$ cat config.mk
export PLATFORM = sky130hd
export DESIGN_NAME = usrt_tx_fifo
export DESIGN_NICKNAME = d
export VERILOG_FILES = /design/src/rtl/usrt_pkg.sv /design/src/rtl/usrt_fifo_mem.sv /design/src/rtl/usrt_tx_fifo.sv
export SDC_FILE = /design/constraint.sdc
export NUM_CORES = 1
export LEC_CHECK = 0
export ABC_CLOCK_PERIOD_IN_PS = 4990
export CAP_MARGIN = 20
export CORE_MARGIN = 3
export CORE_UTILIZATION = 55
export CTS_BUF_LIST = sky130_fd_sc_hd__clkbuf_2
export DETAILED_ROUTE_END_ITERATION = 8
export HOLD_SLACK_MARGIN = 0.03
export PLACE_DENSITY = 0.78
export SLEW_MARGIN = 25
export SYNTH_ARGS = -nofsm -noshare
export SYNTH_HDL_FRONTEND = slang
export SYNTH_SLANG_ARGS = --single-unit
$ cat constraint.sdc
create_clock -name pClk -period 4.99 [get_ports pClk]
set_input_delay 0.998 -clock pClk [delete_from_list [all_inputs] [get_ports pClk]]
set_output_delay 0.998 -clock pClk [all_outputs]
set_load 0.02 [all_outputs]
$ cat src/rtl/usrt_pkg.sv
// usrt_pkg: register offsets and STATUS bit positions shared across the USRT bridge.
package usrt_pkg;
    localparam logic [3:0] USRT_ADDR_DATA   = 4'h0;
    localparam logic [3:0] USRT_ADDR_STATUS = 4'h4;
    localparam int STATUS_EMPTY = 0;
    localparam int STATUS_FULL  = 1;
    localparam int STATUS_OVF   = 2;
endpackage

$ cat src/rtl/usrt_fifo_mem.sv
// usrt_fifo_mem: DEPTH x 8 register array, one write port, one asynchronous read port, no reset.
module usrt_fifo_mem #(
    parameter int DEPTH = 8,
    parameter int AW = $clog2(DEPTH)
) (
    input  logic          clk,
    input  logic          we,
    input  logic [AW-1:0] wAddr,
    input  logic [7:0]    wData,
    input  logic [AW-1:0] rAddr,
    output logic [7:0]    rData
);
    logic [7:0] mem [DEPTH];
    always_ff @(posedge clk)
        if (we) mem[wAddr] <= wData;
    assign rData = mem[rAddr];
endmodule

$ cat src/rtl/usrt_tx_fifo.sv
// usrt_tx_fifo: APB-written transmit FIFO feeding the USRT serializer over valid/ready.
// Define USRT_TX_FIFO_OVF_EN to add the sticky overflow flag in STATUS.
module usrt_tx_fifo
    import usrt_pkg::*;
#(
    parameter int DEPTH = 8,
    parameter int ADDR_W = 8
) (
    input  logic              pClk,
    input  logic              pReset,
    input  logic              pSelect,
    input  logic              pEnable,
    input  logic              pWrite,
    input  logic [ADDR_W-1:0] pAddress,
    input  logic [7:0]        pWData,
    output logic [7:0]        pRData,
    output logic              pReady,
    output logic              pSlvErr,
    output logic [7:0]        txData,
    output logic              txValid,
    input  logic              txReady
);
    localparam int PW = $clog2(DEPTH);
    localparam int CW = PW + 1;

    logic [PW-1:0] wrPtr, rdPtr;
    logic [CW-1:0] count;
    logic [3:0]    offset;
    logic [7:0]    status;
    logic access, isData, isStatus, empty, full, pop, dataWr, push, drop, ovf;
    logic unusedAddrBits;

    assign unusedAddrBits = ^pAddress[ADDR_W-1:4];
    assign offset   = pAddress[3:0];
    assign access   = pSelect & pEnable;
    assign isData   = offset == USRT_ADDR_DATA;
    assign isStatus = offset == USRT_ADDR_STATUS;
    assign empty    = count == '0;
    assign full     = count == CW'(DEPTH);
    assign pop      = !empty & txReady;
    assign dataWr   = access & pWrite & isData;
    // a pop in the same cycle frees the slot, so a write to a full FIFO still lands
    assign push     = dataWr & (!full | pop);
    assign drop     = dataWr & full & !pop;

    always_comb begin
        status = '0;
        status[STATUS_EMPTY] = empty;
        status[STATUS_FULL]  = full;
        status[STATUS_OVF]   = ovf;
    end

    assign pReady  = pReset & access;
    assign pSlvErr = pReady & pWrite & (drop | !(isData | isStatus));
    assign pRData  = (pReady & !pWrite) ? (isData ? 8'(count) : isStatus ? status : 8'h00) : 8'h00;
    assign txValid = !empty;

    always_ff @(posedge pClk or negedge pReset) begin
        if (!pReset) begin
            wrPtr <= '0;
            rdPtr <= '0;
            count <= '0;
        end else begin
            if (push) wrPtr <= wrPtr + 1'b1;
            if (pop) rdPtr <= rdPtr + 1'b1;
            count <= count + CW'(push) - CW'(pop);
        end
    end

`ifdef USRT_TX_FIFO_OVF_EN
    always_ff @(posedge pClk or negedge pReset) begin
        if (!pReset) ovf <= 1'b0;
        else if (drop) ovf <= 1'b1;
        else if (access & !pWrite & isStatus) ovf <= 1'b0;
    end
`else
    assign ovf = 1'b0;
`endif

    usrt_fifo_mem #(.DEPTH(DEPTH)) mem (
        .clk(pClk),
        .we(push),
        .wAddr(wrPtr),
        .wData(pWData),
        .rAddr(rdPtr),
        .rData(txData)
    );
endmodule

# Word-level counts from Yosys, hierarchy flattened
# Memories as Yosys holds them, arrays and structs flattened.
# Index checks and enable logic that the tools add are counted.
# Widths: inputs -> output; s select.
[totals] input_bits=22 mem_count=1 mem_bits_rw=64 register_bits=10
[op_classes] n_eq_ne=2 mux=5 reduce_logical=7 bitwise=14 addsub=4
[memory_table] memory="mem.mem" words=8 width=8 read_ports=1 rd_clocked_by_memory_dff=0 write_ports=1 line="usrt_fifo_mem.sv:13" rtl="logic [7:0] mem [DEPTH];"
[op_table] op="$and 1x1->1" n=11
[op_table] op="$logic_not 4->1" n=2
[op_table] op="$mux 4" n=2
[op_table] op="$add 3x1->3 const B" n=2
[op_table] op="$logic_not 1->1" n=5
[op_table] op="$add 4x1->4" n=1
[op_table] op="$eq 4x3->1 const B" n=1
[op_table] op="$eq 4x4->1 const B" n=1
[op_table] op="$sub 4x1->4" n=1
[op_table] op="$or 1x1->1" n=3
[op_table] op="$mux 1" n=2
[op_table] op="$mux 2" n=1

# Depth between registers and ports, before layout
# Gate-level depths: netlist of run 1.
[depth] ltp_word=7 ltp_mapped=11

# Cells and area by module
# From an unflattened synthesis of run 1, not the netlist that was laid out.
[unflattened] cells_unflattened=172 area_unflattened_um2=3225.6
[modules_own_cells] module="usrt_fifo_mem" area_per_inst_um2=2531.2 cells_each=106 n_inst=1 seq_area_each_um2=1921.8
[modules_own_cells] module="usrt_tx_fifo" area_per_inst_um2=694.4 cells_each=66 n_inst=1 seq_area_each_um2=250.2

# Least setup slack after synthesis of run 1
# OpenSTA, ideal clock, no wires.
[synth_timing] path_type="input port to output port" startpoint="input pAddress[1]" endpoint="output pRData[2]" required_ps=3992 t_arrival_ps=2299 setup_slack_ps=1693 stages=3 n_path_buf=0 cell_sequence="or3_1 -> or2_2 -> nor4_1"
[synth_via] elab_chain_cells=3
[synth_lines] item="start, declared" line="usrt_tx_fifo.sv:14" rtl="input logic [ADDR_W-1:0] pAddress,"
[synth_lines] item="$logic_not 4->1" line="usrt_tx_fifo.sv:36" rtl="assign isData = offset == USRT_ADDR_DATA;"
[synth_lines] item="$mux 4 (2 in series)" line="usrt_tx_fifo.sv:55" rtl="assign pRData = (pReady & !pWrite) ? (isData ? 8'(count) : isStatus ? status : 8'h00) : 8'h00;"
[synth_lines] item="end, declared" line="usrt_tx_fifo.sv:16" rtl="output logic [7:0] pRData,"
# Every way passes these cells.

# Worst setup path after layout of run 1
[layout_timing] startpoint="input pReset" endpoint="output pRData[1]"
[layout_via] elab_chain_cells=3
[layout_lines] item="start, declared" line="usrt_tx_fifo.sv:10" rtl="input logic pReset,"
[layout_lines] item="$and 1x1->1" line="usrt_tx_fifo.sv:53" rtl="assign pReady = pReset & access;"
[layout_lines] item="$and 1x1->1" line="usrt_tx_fifo.sv:55"
[layout_lines] item="$mux 4" line="usrt_tx_fifo.sv:55"
# Every way passes these cells.

==> results.sh, run 1 <==
export IMPL_fin_crit_sh=0.845
export IMPL_seqPwrFrac=0.491
export IMPL_cts_setup_buffers=0
export IMPL_grt_max_degree=19
export IMPL_r2r_start="count[2]$_DFF_PN0_"
export IMPL_p_clk_frac=0.194
export IMPL_die_area_sq_um=6820
export IMPL_synthTopCellsByCount="64 x edfxtp_1, 16 x mux4_1, 12 x mux2_2"
export IMPL_cp_max_fo=11
export IMPL_ir_worst_vdd_mv=0.272
export IMPL_yosysTopAreaCell="edfxtp_1"
export IMPL_antenna_left=0
export IMPL_drt_wl_total_mm=5.79
export IMPL_ios=41
export IMPL_min_to="count[0]$_DFF_PN0_"
export IMPL_area_growth_pct=15.8
export IMPL_worstPathRequired_ns=3.99
export IMPL_fp_dieH_um=82.6
export IMPL_critPathCaptureType="output port"
export IMPL_syn_area_per_cell_sq_um=19.0
export IMPL_grt_remaining_overflow=0
export IMPL_ys_warn_count=0
export IMPL_synthAdderAreaFrac=0.0373
export IMPL_r2r_end="count[2]$_DFF_PN0_"
export IMPL_rows=27
export IMPL_clk_pin_slew_ns=0.20
export IMPL_grt_setup_unrepaired="false"
export IMPL_synth_simple_gate_area_share=0.0481
export IMPL_first_pass_iters=4
export IMPL_track_usage=0.195
export IMPL_slowest_stage="clkdlybuf4s50_1"
export IMPL_synth_area_sq_um=3220
export IMPL_cts_hold_buf=0
export IMPL_synth_edf_count=64
export IMPL_setup_slack_ns=0.772
export IMPL_synth_main_ff_cell="edfxtp_1"
export IMPL_min_path_type="reg2reg"
export IMPL_pre_cts_ws_ns=0.757
export IMPL_root_buffer="clkbuf_2"
export IMPL_antennaDiodeCount=0
export IMPL_criticalPathCategory="in2out"
export IMPL_ff2ff_setup_slack_ns=1.82
export IMPL_fin_total_pwr_w=0.00166
export IMPL_h_tree_depth=3
export IMPL_tritoncts="done"
export IMPL_syn_inst=170
export IMPL_worstHoldStart="count[0]$_DFF_PN0_"
export IMPL_synth_most_common_cell="edfxtp_1"
export IMPL_pwr_share_comb=0.316
export IMPL_start_kind="primary input"
export IMPL_max_stage_delay_ns=0.81
export IMPL_synth_cell_types=33
export IMPL_drc=0
export IMPL_die_w_um=82.6
export IMPL_portBuffers=32
export IMPL_viasPerCell=5.90
export IMPL_setup_viol=0
export IMPL_cpMostUsedCell="clkdlybuf4s50_1"
export IMPL_worstHoldPathCells=1
export IMPL_fp_coreArea_sq_um=5570
export IMPL_power_leakage_nw=1.35
export IMPL_slew_limit_headroom=0.373
export IMPL_arrival_ns=3.22
export IMPL_synth_top_family_by_area="multiplexers"
export IMPL_ctsResizeCount=0
export IMPL_critPathBufInv=2
export IMPL_clock_latency_ns=0.49
export IMPL_place_detailed_hpwl_mm=3.83
export IMPL_synth_compound_area_share=0.0120
export IMPL_hold_viol=0
export IMPL_crit_family="buffers and inverters"
export IMPL_filler_cell_count=382
export IMPL_p_int_w=0.00114
export IMPL_finalNetCount=243
export IMPL_wl_per_cell_um=20.0
export IMPL_synth_area_leaders="edfxtp_1 60%, mux4_1 13%, dfrtp_1 7.8%, mux2_2 4.2%, ha_1 3.1%"
export IMPL_switching_power_w=0.000518
export IMPL_tns_ns=0
export IMPL_slew_viol_final=0
export IMPL_swShare=0.313
export IMPL_fin_worst_hold_slack_ns=0.600
export IMPL_drt_iter0_drc=72
export IMPL_period_needed_ns=4.22
export IMPL_start_util=0.578
export IMPL_skew_ns=0.0181
export IMPL_synth_xor_area_share=0.0163
export IMPL_max_freq_ghz=0.237
export IMPL_outcome="complete, no violations"
export IMPL_drive_above_1_share=0.171
export IMPL_cp_cell_sequence="clkdlybuf4s50_1, nand3_1, or3_1, nor2_1, clkdlybuf4s50_1"
export IMPL_worstMarginPinSlew_ns=0.941
export IMPL_vias=1704
export IMPL_gp_congestion=0.854
export IMPL_cap_violations=0
export IMPL_yosysSeqAreaShare=0.674
export IMPL_clockBufferDepth=2
export IMPL_fin_util=0.670
export IMPL_synthArstFlopShare=0.135
export IMPL_grt_pass1_vias=1769
export IMPL_grt_pass1_wl_mm=9.12
export IMPL_yosys_register_bits=74
export IMPL_power_density_nw_per_um2=443
export IMPL_numCtsBuffers=9
export IMPL_reg2reg_depth=10
export IMPL_clock_sinks=74
export IMPL_synth_top_area_share=0.596
export IMPL_muxShareOfSynthArea=0.172
export IMPL_antenna_found_initial=0
==> cells by family after synthesis <==
logic type      count (synthesis)
buf+inv                        22
flops                          74
compound gates                  5
fa+ha+maj                       9
mux                            28
xor+xnor                        6
other cells                     1
simple gates                   25
==> layout make-up <==
| cell class | count | area, sq um | area share |
|---|---|---|---|
| Clock inverter | 7 | 70.1 | 0.0188 |
| Clock buffer | 9 | 45.0 | 0.0121 |
| Tap cell | 72 | 90.1 | 0.0241 |
| Timing Repair Buffer | 39 | 373 | 0.0999 |
| Multi-Input combinational cell | 77 | 942 | 0.252 |
| Sequential cell | 74 | 2170 | 0.582 |
| Inverter | 11 | 41.3 | 0.0111 |
==> worst max-delay path by stage <==
stage	from	cells past startpoint	to	slack, ns
finish	pReset	5	pRData[1]	0.77
global route	pReset	5	pRData[1]	0.62
CTS	pReset	5	pRData[1]	0.75
detailed placement	pReset	5	pRData[1]	0.76
global placement	pReset	5	pRData[1]	0.89
floorplan	pAddress[1]	3	pRData[2]	1.69
==> registers in the layout, summed over array words and instances (netlist names) <==
name and flops:
mem.mem 64, wrPtr 3, count 4, rdPtr 3
==> metrics by stage <==
step                      instance area, sq um  std cells
final                                     3730        289
after global routing                      3730        289
after CTS                                 3730        289
after detailed placement                  3620        273
after global placement                    3620        273
after floorplan                           3240        173
==> power by group through the flow <==
stage	clock [W]	sequential (W)	combinational, W
after floorplan	0	0.000741	0.000449
after global placement	0	0.000820	0.000504
after detailed placement	0	0.000827	0.000530
after CTS	0.000326	0.000814	0.000531
after global routing	0.000359	0.000823	0.000572
final	0.000321	0.000812	0.000522
==> worst reg2reg max path: stages, from the launching register on <==
cell and delay, ns:
dfrtp_1 0.41, inv_1 0.13, ha_1 0.16, or3b_1 0.42, o211ai_1 0.77, ha_1 0.38, inv_1 0.06, ha_1 0.17
inv_1 0.06, fa_1 0.38, xnor2_1 0.18
==> routing by layer <==
layer	vias to the layer above	global-route usage	wire [um]
met5	-	0	0
met4	0	0.0784	26
met3	2	0.0499	325
met2	56	0.322	2980
met1	879	0.249	2450
li1	767	-	-
==> cells in the final DEF (no fill, tap or decap), types with 5 or more instances in the layout <==
master           instances
buf_4                    7
inv_1                   11
clkbuf_2                 9
clkdlybuf4s50_1         32
edfxtp_1                64
dfrtp_1                 10
ha_1                     8
nor4_1                   5
mux2_2                  12
mux4_1                  16
xnor2_1                  5
No activity file was read; power rests on OpenSTA's default activity.
==> run 2: changes to the inputs <==
--- a/config.mk
+++ b/config.mk
@@ -5,7 +5,7 @@
 export SDC_FILE = /design/constraint.sdc
 export NUM_CORES = 1
 export LEC_CHECK = 0
-export ABC_CLOCK_PERIOD_IN_PS = 4990
+export ABC_CLOCK_PERIOD_IN_PS = 4200
 export CAP_MARGIN = 20
 export CORE_MARGIN = 3
 export CORE_UTILIZATION = 55
==> constraint.sdc (replaced) <==
create_clock -name pClk -period 4.2 [get_ports pClk]
set_input_delay 0.84 -clock pClk [delete_from_list [all_inputs] [get_ports pClk]]
set_output_delay 0.84 -clock pClk [all_outputs]
set_load 0.02 [all_outputs]
==> run 2 against run 1 <==
Effect of this change:
- cell area rose by 1.1%
- first-iteration DRC count rose by 21%
- sequential cell count did not move
- die area did not move
- cell count rose by 1.0%
- worst hold slack got worse by 0.023 ns
- sequential share of layout area fell by 0.64 points
- via count fell by 3.8%
- register-to-register slack got worse by 0.73 ns
- clock skew fell by 0.0067 ns
- core utilization rose by 0.74 points
- wire length fell by 4.3%
- largest cell class unchanged
==> results.sh, run 2 (synthesis results as in run 1) <==
export IMPL_outcome="complete, no violations"
export IMPL_slowest_stage="dfrtp_1"
export IMPL_grt_pass1_wl_mm=8.67
export IMPL_tns_ns=0
export IMPL_drc=0
export IMPL_fin_crit_sh=0.894
export IMPL_cp_max_fo=17
export IMPL_slew_limit_headroom=0.397
export IMPL_max_stage_delay_ns=0.95
export IMPL_wl_per_cell_um=19.0
export IMPL_grt_max_degree=19
export IMPL_min_path_type="reg2reg"
export IMPL_largest_reg_flops=64
export IMPL_swShare=0.299
export IMPL_h_tree_depth=3
export IMPL_pwr_share_comb=0.310
export IMPL_vias=1640
export IMPL_clk_pin_slew_ns=0.19
export IMPL_fin_util=0.677
export IMPL_place_detailed_hpwl_mm=3.72
export IMPL_clock_latency_ns=0.48
export IMPL_ctsResizeCount=0
export IMPL_largest_register="mem.mem"
export IMPL_cp_cell_sequence="mux4_1, mux2_2, clkdlybuf4s50_1"
export IMPL_grt_setup_unrepaired="false"
export IMPL_crit_family="flip-flops"
export IMPL_cts_hold_buf=0
export IMPL_antenna_found_initial=0
export IMPL_finalNetCount=246
export IMPL_first_pass_iters=4
export IMPL_max_freq_ghz=0.266
export IMPL_reg_top3="mem.mem (64), count (4)"
export IMPL_p_clk_frac=0.214
export IMPL_start_kind="flop"
export IMPL_ios=41
export IMPL_ff_latch_area_sq_um=2170
export IMPL_p_int_w=0.00142
export IMPL_multi_input_area_sq_um=937
export IMPL_arrival_ns=2.92
export IMPL_drt_wl_total_mm=5.54
export IMPL_antenna_left=0
export IMPL_clock_sinks=74
export IMPL_hold_viol=0
export IMPL_critPathBufInv=1
export IMPL_setup_viol=0
export IMPL_die_w_um=82.6
export IMPL_filler_cell_count=402
export IMPL_final_cell_mix="64 x edfxtp_1, 32 x clkdlybuf4s50_1, 16 x mux4_1"
export IMPL_start_util=0.578
export IMPL_worstPathRequired_ns=3.36
export IMPL_layout_commonest_cell="edfxtp_1"
export IMPL_cts_setup_buffers=0
export IMPL_grt_remaining_overflow=0
export IMPL_ir_worst_vdd_mv=0.258
export IMPL_seqPwrFrac=0.475
export IMPL_numCtsBuffers=9
export IMPL_power_density_nw_per_um2=535
export IMPL_fp_dieH_um=82.6
export IMPL_die_area_sq_um=6820
export IMPL_track_usage=0.186
export IMPL_area_growth_pct=17.1
export IMPL_period_needed_ns=3.76
export IMPL_drt_iter0_drc=87
export IMPL_cap_violations=0
export IMPL_critPathCaptureType="output port"
export IMPL_power_leakage_nw=1.37
export IMPL_drive_above_1_share=0.177
export IMPL_slew_viol_final=0
export IMPL_antennaDiodeCount=0
export IMPL_root_buffer="clkbuf_2"
export IMPL_grt_pass1_vias=1683
export IMPL_viasPerCell=5.62
export IMPL_worstMarginPinSlew_ns=0.901
export IMPL_gp_congestion=0.866
export IMPL_switching_power_w=0.000604
export IMPL_clockBufferDepth=2
export IMPL_tritoncts="done"
export IMPL_skew_ns=0.0114
export IMPL_portBuffers=32
export IMPL_fp_coreArea_sq_um=5570
export IMPL_criticalPathCategory="reg2out"
export IMPL_rows=27
==> run 2: changes by cell type in the layout (fill, tap and decap cells not counted), sizes merged <==
| cell | change |
|---|---|
| clkinvlp | +1 |
| clkinv | -2 |
| bufinv | +1 |
| buf | +3 |
==> run 2: layer usage <==
metal | up-vias | routed length [um] | track usage
met5 | - | 0 | 0
met4 | 0 | 72 | 0.0588
met3 | 8 | 364 | 0.0586
met2 | 48 | 2890 | 0.300
met1 | 812 | 2210 | 0.242
li1 | 772 | - | -
==> run 2: layout make-up <==
cell class / instances / share of cell area
sequential: 74 / 0.575
multi-input combinational: 77 / 0.248
timing repair buffer: 42 / 0.105
clock inverter: 7 / 0.0249
tap: 72 / 0.0239
clock buffer: 9 / 0.0119
inverter: 11 / 0.0109
==> run 2: worst paths after layout <==
| check | to | cells past startpoint | slack [ns] | from |
|---|---|---|---|---|
| max in group asynchronous | wrPtr[1]$_DFFE_PN0P_ | 2 | 3.41 | pReset |
| setup / recovery | txData[5] | 3 | 0.44 | rdPtr[0]$_DFFE_PN0P_ |
| hold / removal | count[0]$_DFF_PN0_ | 1 | 0.58 | count[0]$_DFF_PN0_ |
| setup reg to reg | count[3]$_DFF_PN0_ | 10 | 1.09 | count[2]$_DFF_PN0_ |
| hold reg to reg | count[0]$_DFF_PN0_ | 1 | 0.58 | count[0]$_DFF_PN0_ |
| min in group asynchronous | wrPtr[2]$_DFFE_PN0P_ | 2 | 0.64 | pReset |
==> run 2: stage by stage <==
stage | setup WS [ns] | area (sq um) | hold slack [ns] | cells | power, W
CTS | 0.377 | 3770 | 0.583 | 292 | 0.00204
global route | 0.272 | 3770 | 0.594 | 292 | 0.00214
global placement | 0.607 | 3640 | 0.527 | 276 | 0.00158
finish | 0.445 | 3770 | 0.577 | 292 | 0.00202
floorplan | 1.22 | 3240 | 0.508 | 173 | 0.00141
detailed placement | 0.560 | 3640 | 0.541 | 276 | 0.00161
==> run 2: power groups by stage <==
| stage | Clock, W | Combinational (W) | Sequential, W |
|---|---|---|---|
| 4_1_cts | 0.000445 | 0.000635 | 0.000964 |
| 3_3_place_gp | 0 | 0.000609 | 0.000971 |
| 6_report | 0.000433 | 0.000627 | 0.000961 |
| 3_5_place_dp | 0 | 0.000630 | 0.000980 |
| 2_1_floorplan | 0 | 0.000534 | 0.000880 |
| 5_1_grt | 0.000479 | 0.000686 | 0.000973 |
==> run 3: changes to the inputs <==
--- a/config.mk
+++ b/config.mk
@@ -9,7 +9,6 @@
 export CAP_MARGIN = 20
 export CORE_MARGIN = 3
 export CORE_UTILIZATION = 55
-export CTS_BUF_LIST = sky130_fd_sc_hd__clkbuf_2
 export DETAILED_ROUTE_END_ITERATION = 8
 export HOLD_SLACK_MARGIN = 0.03
 export PLACE_DENSITY = 0.78
==> run 3 against run 2 <==
Effect of this change:
- clock-buffer cell count is the same
- critical path depth grew 2
- combinational power is essentially flat
- wire length grew 1.9%
- clock skew shrank 0.0068 ns
- register-to-register slack gained 0.04 ns
- setup slack gained 0.11 ns
- core utilization grew 1.4 points
- die area is the same
- global-route usage grew 0.27 points
- critical path type is now in2out
- critical endpoint is now pRData[2]
==> results.sh, run 3 (synthesis results as in run 1) <==
export IMPL_start_util=0.578
export IMPL_max_stage_delay_ns=0.66
export IMPL_clockBufferDepth=2
export IMPL_rows=27
export IMPL_grt_remaining_overflow=0
export IMPL_cts_hold_buf=0
export IMPL_cpMostUsedCell="clkdlybuf4s50_1"
export IMPL_largest_register="mem.mem"
export IMPL_clock_latency_ns=0.33
export IMPL_grt_max_degree=19
export IMPL_fin_util=0.691
export IMPL_period_needed_ns=3.65
export IMPL_worstPathRequired_ns=3.36
export IMPL_grt_pass1_vias=1692
export IMPL_layout_commonest_cell="edfxtp_1"
export IMPL_drt_iter0_drc=82
export IMPL_drc=0
export IMPL_first_pass_iters=4
export IMPL_antennaDiodeCount=0
export IMPL_slowest_stage="clkdlybuf4s50_1"
export IMPL_start_kind="primary input"
export IMPL_slew_limit_headroom=0.422
export IMPL_drive_above_1_share=0.177
export IMPL_die_area_sq_um=6820
export IMPL_fp_dieH_um=82.6
export IMPL_h_tree_depth=3
export IMPL_criticalPathCategory="in2out"
export IMPL_arrival_ns=2.81
export IMPL_fp_coreArea_sq_um=5570
export IMPL_min_path_type="reg2reg"
export IMPL_fin_total_pwr_w=0.00217
export IMPL_hold_viol=0
export IMPL_place_detailed_hpwl_mm=3.72
export IMPL_crit_family="buffers and inverters"
export IMPL_track_usage=0.189
export IMPL_area_growth_pct=19.5
export IMPL_setup_viol=0
export IMPL_ios=41
export IMPL_max_freq_ghz=0.274
export IMPL_ctsResizeCount=0
export IMPL_tritoncts="done"
export IMPL_cap_violations=0
export IMPL_critPathBufInv=2
export IMPL_clk_pin_slew_ns=0.08
export IMPL_fin_crit_sh=0.869
export IMPL_cp_max_fo=3
export IMPL_vias=1626
export IMPL_viasPerCell=5.57
export IMPL_slew_viol_final=0
export IMPL_gp_congestion=0.866
export IMPL_clock_sinks=74
export IMPL_finalNetCount=246
export IMPL_outcome="complete, no violations"
export IMPL_cts_setup_buffers=0
export IMPL_power_density_nw_per_um2=563
export IMPL_largest_reg_flops=64
export IMPL_critPathCaptureType="output port"
export IMPL_worstMarginPinSlew_ns=0.863
export IMPL_final_cell_mix="64 x edfxtp_1, 32 x clkdlybuf4s50_1, 16 x mux4_1"
export IMPL_power_leakage_nw=1.40
export IMPL_skew_ns=0.00464
export IMPL_root_buffer="clkbuf_8"
export IMPL_die_w_um=82.6
export IMPL_grt_setup_unrepaired="false"
export IMPL_drt_wl_total_mm=5.64
export IMPL_wl_per_cell_um=19.3
export IMPL_filler_cell_count=389
export IMPL_tns_ns=0
export IMPL_grt_pass1_wl_mm=8.78
export IMPL_antenna_left=0
export IMPL_portBuffers=32
export IMPL_cp_cell_sequence="clkdlybuf4s50_1, or3_1, or2_2, nor4_1, clkdlybuf4s50_1"
export IMPL_antenna_found_initial=0
export IMPL_ir_worst_vdd_mv=0.275
export IMPL_numCtsBuffers=9
export IMPL_reg_top3="mem.mem (64), count (4)"
## run 3: cell counts in the layout (fill, tap and decap cells not counted)
No cell type changed its count.
## run 3: layout make-up
| type | instances | area, sq um | share of cell area |
|---|---|---|---|
| Clock buffer | 9 | 124 | 0.0321 |
| Clock inverter | 7 | 93.8 | 0.0244 |
| Inverter | 11 | 41.3 | 0.0107 |
| Multi-Input combinational cell | 77 | 937 | 0.243 |
| Sequential cell | 74 | 2170 | 0.564 |
| Tap cell | 72 | 90.1 | 0.0234 |
| Timing Repair Buffer | 42 | 395 | 0.103 |
## run 3: path summary, 6_finish.rpt
check,start,to,slack (ns),cells after the start
setup / recovery,pAddress[1],pRData[2],0.55,5
hold / removal,count[0]$_DFF_PN0_,count[0]$_DFF_PN0_,0.55,1
setup reg to reg,count[2]$_DFF_PN0_,count[2]$_DFF_PN0_,1.13,10
hold reg to reg,count[0]$_DFF_PN0_,count[0]$_DFF_PN0_,0.55,1
max in group asynchronous,pReset,rdPtr[1]$_DFFE_PN0P_,3.24,2
min in group asynchronous,pReset,count[0]$_DFF_PN0_,0.82,2
## run 3: metal layers
metal / global-route usage / up-vias / wire, um
li1: - / 769 / -
met1: 0.251 / 816 / 2350
met2: 0.302 / 39 / 2990
met3: 0.0553 / 2 / 278
met4: 0.0588 / 0 / 25
met5: 0 / - / 0
## run 3: stage by stage
stage	instance area, sq um	setup slack [ns]	hold WS [ns]	instances
after floorplan	3240	1.22	0.508	173
after global placement	3640	0.607	0.527	276
after detailed placement	3640	0.560	0.541	276
after CTS	3850	0.545	0.561	292
after global routing	3850	0.439	0.577	292
final	3850	0.551	0.554	292
## run 3: worst register-to-register path, delay by kind of cell (launching register included)
kind | cells | cell delay, ns
and+or+nand+nor | 1 | 0.41
DFF | 1 | 0.36
AOI/OAI and AO/OA | 1 | 0.73
xor gates and xnor gates | 1 | 0.13
buffers and inverters | 3 | 0.25
adders and majority gates | 4 | 1.08
## run 3: where the power goes
| part | total [W] | internal (W) | leakage, nW | switching (W) |
|---|---|---|---|---|
| logic | 0.000629 | 0.000381 | 0.595 | 0.000248 |
| registers | 0.000961 | 0.000840 | 0.697 | 0.000121 |
| clock network | 0.000581 | 0.000333 | 0.107 | 0.000248 |
| total | 0.00217 | 0.00155 | 1.40 | 0.000616 |
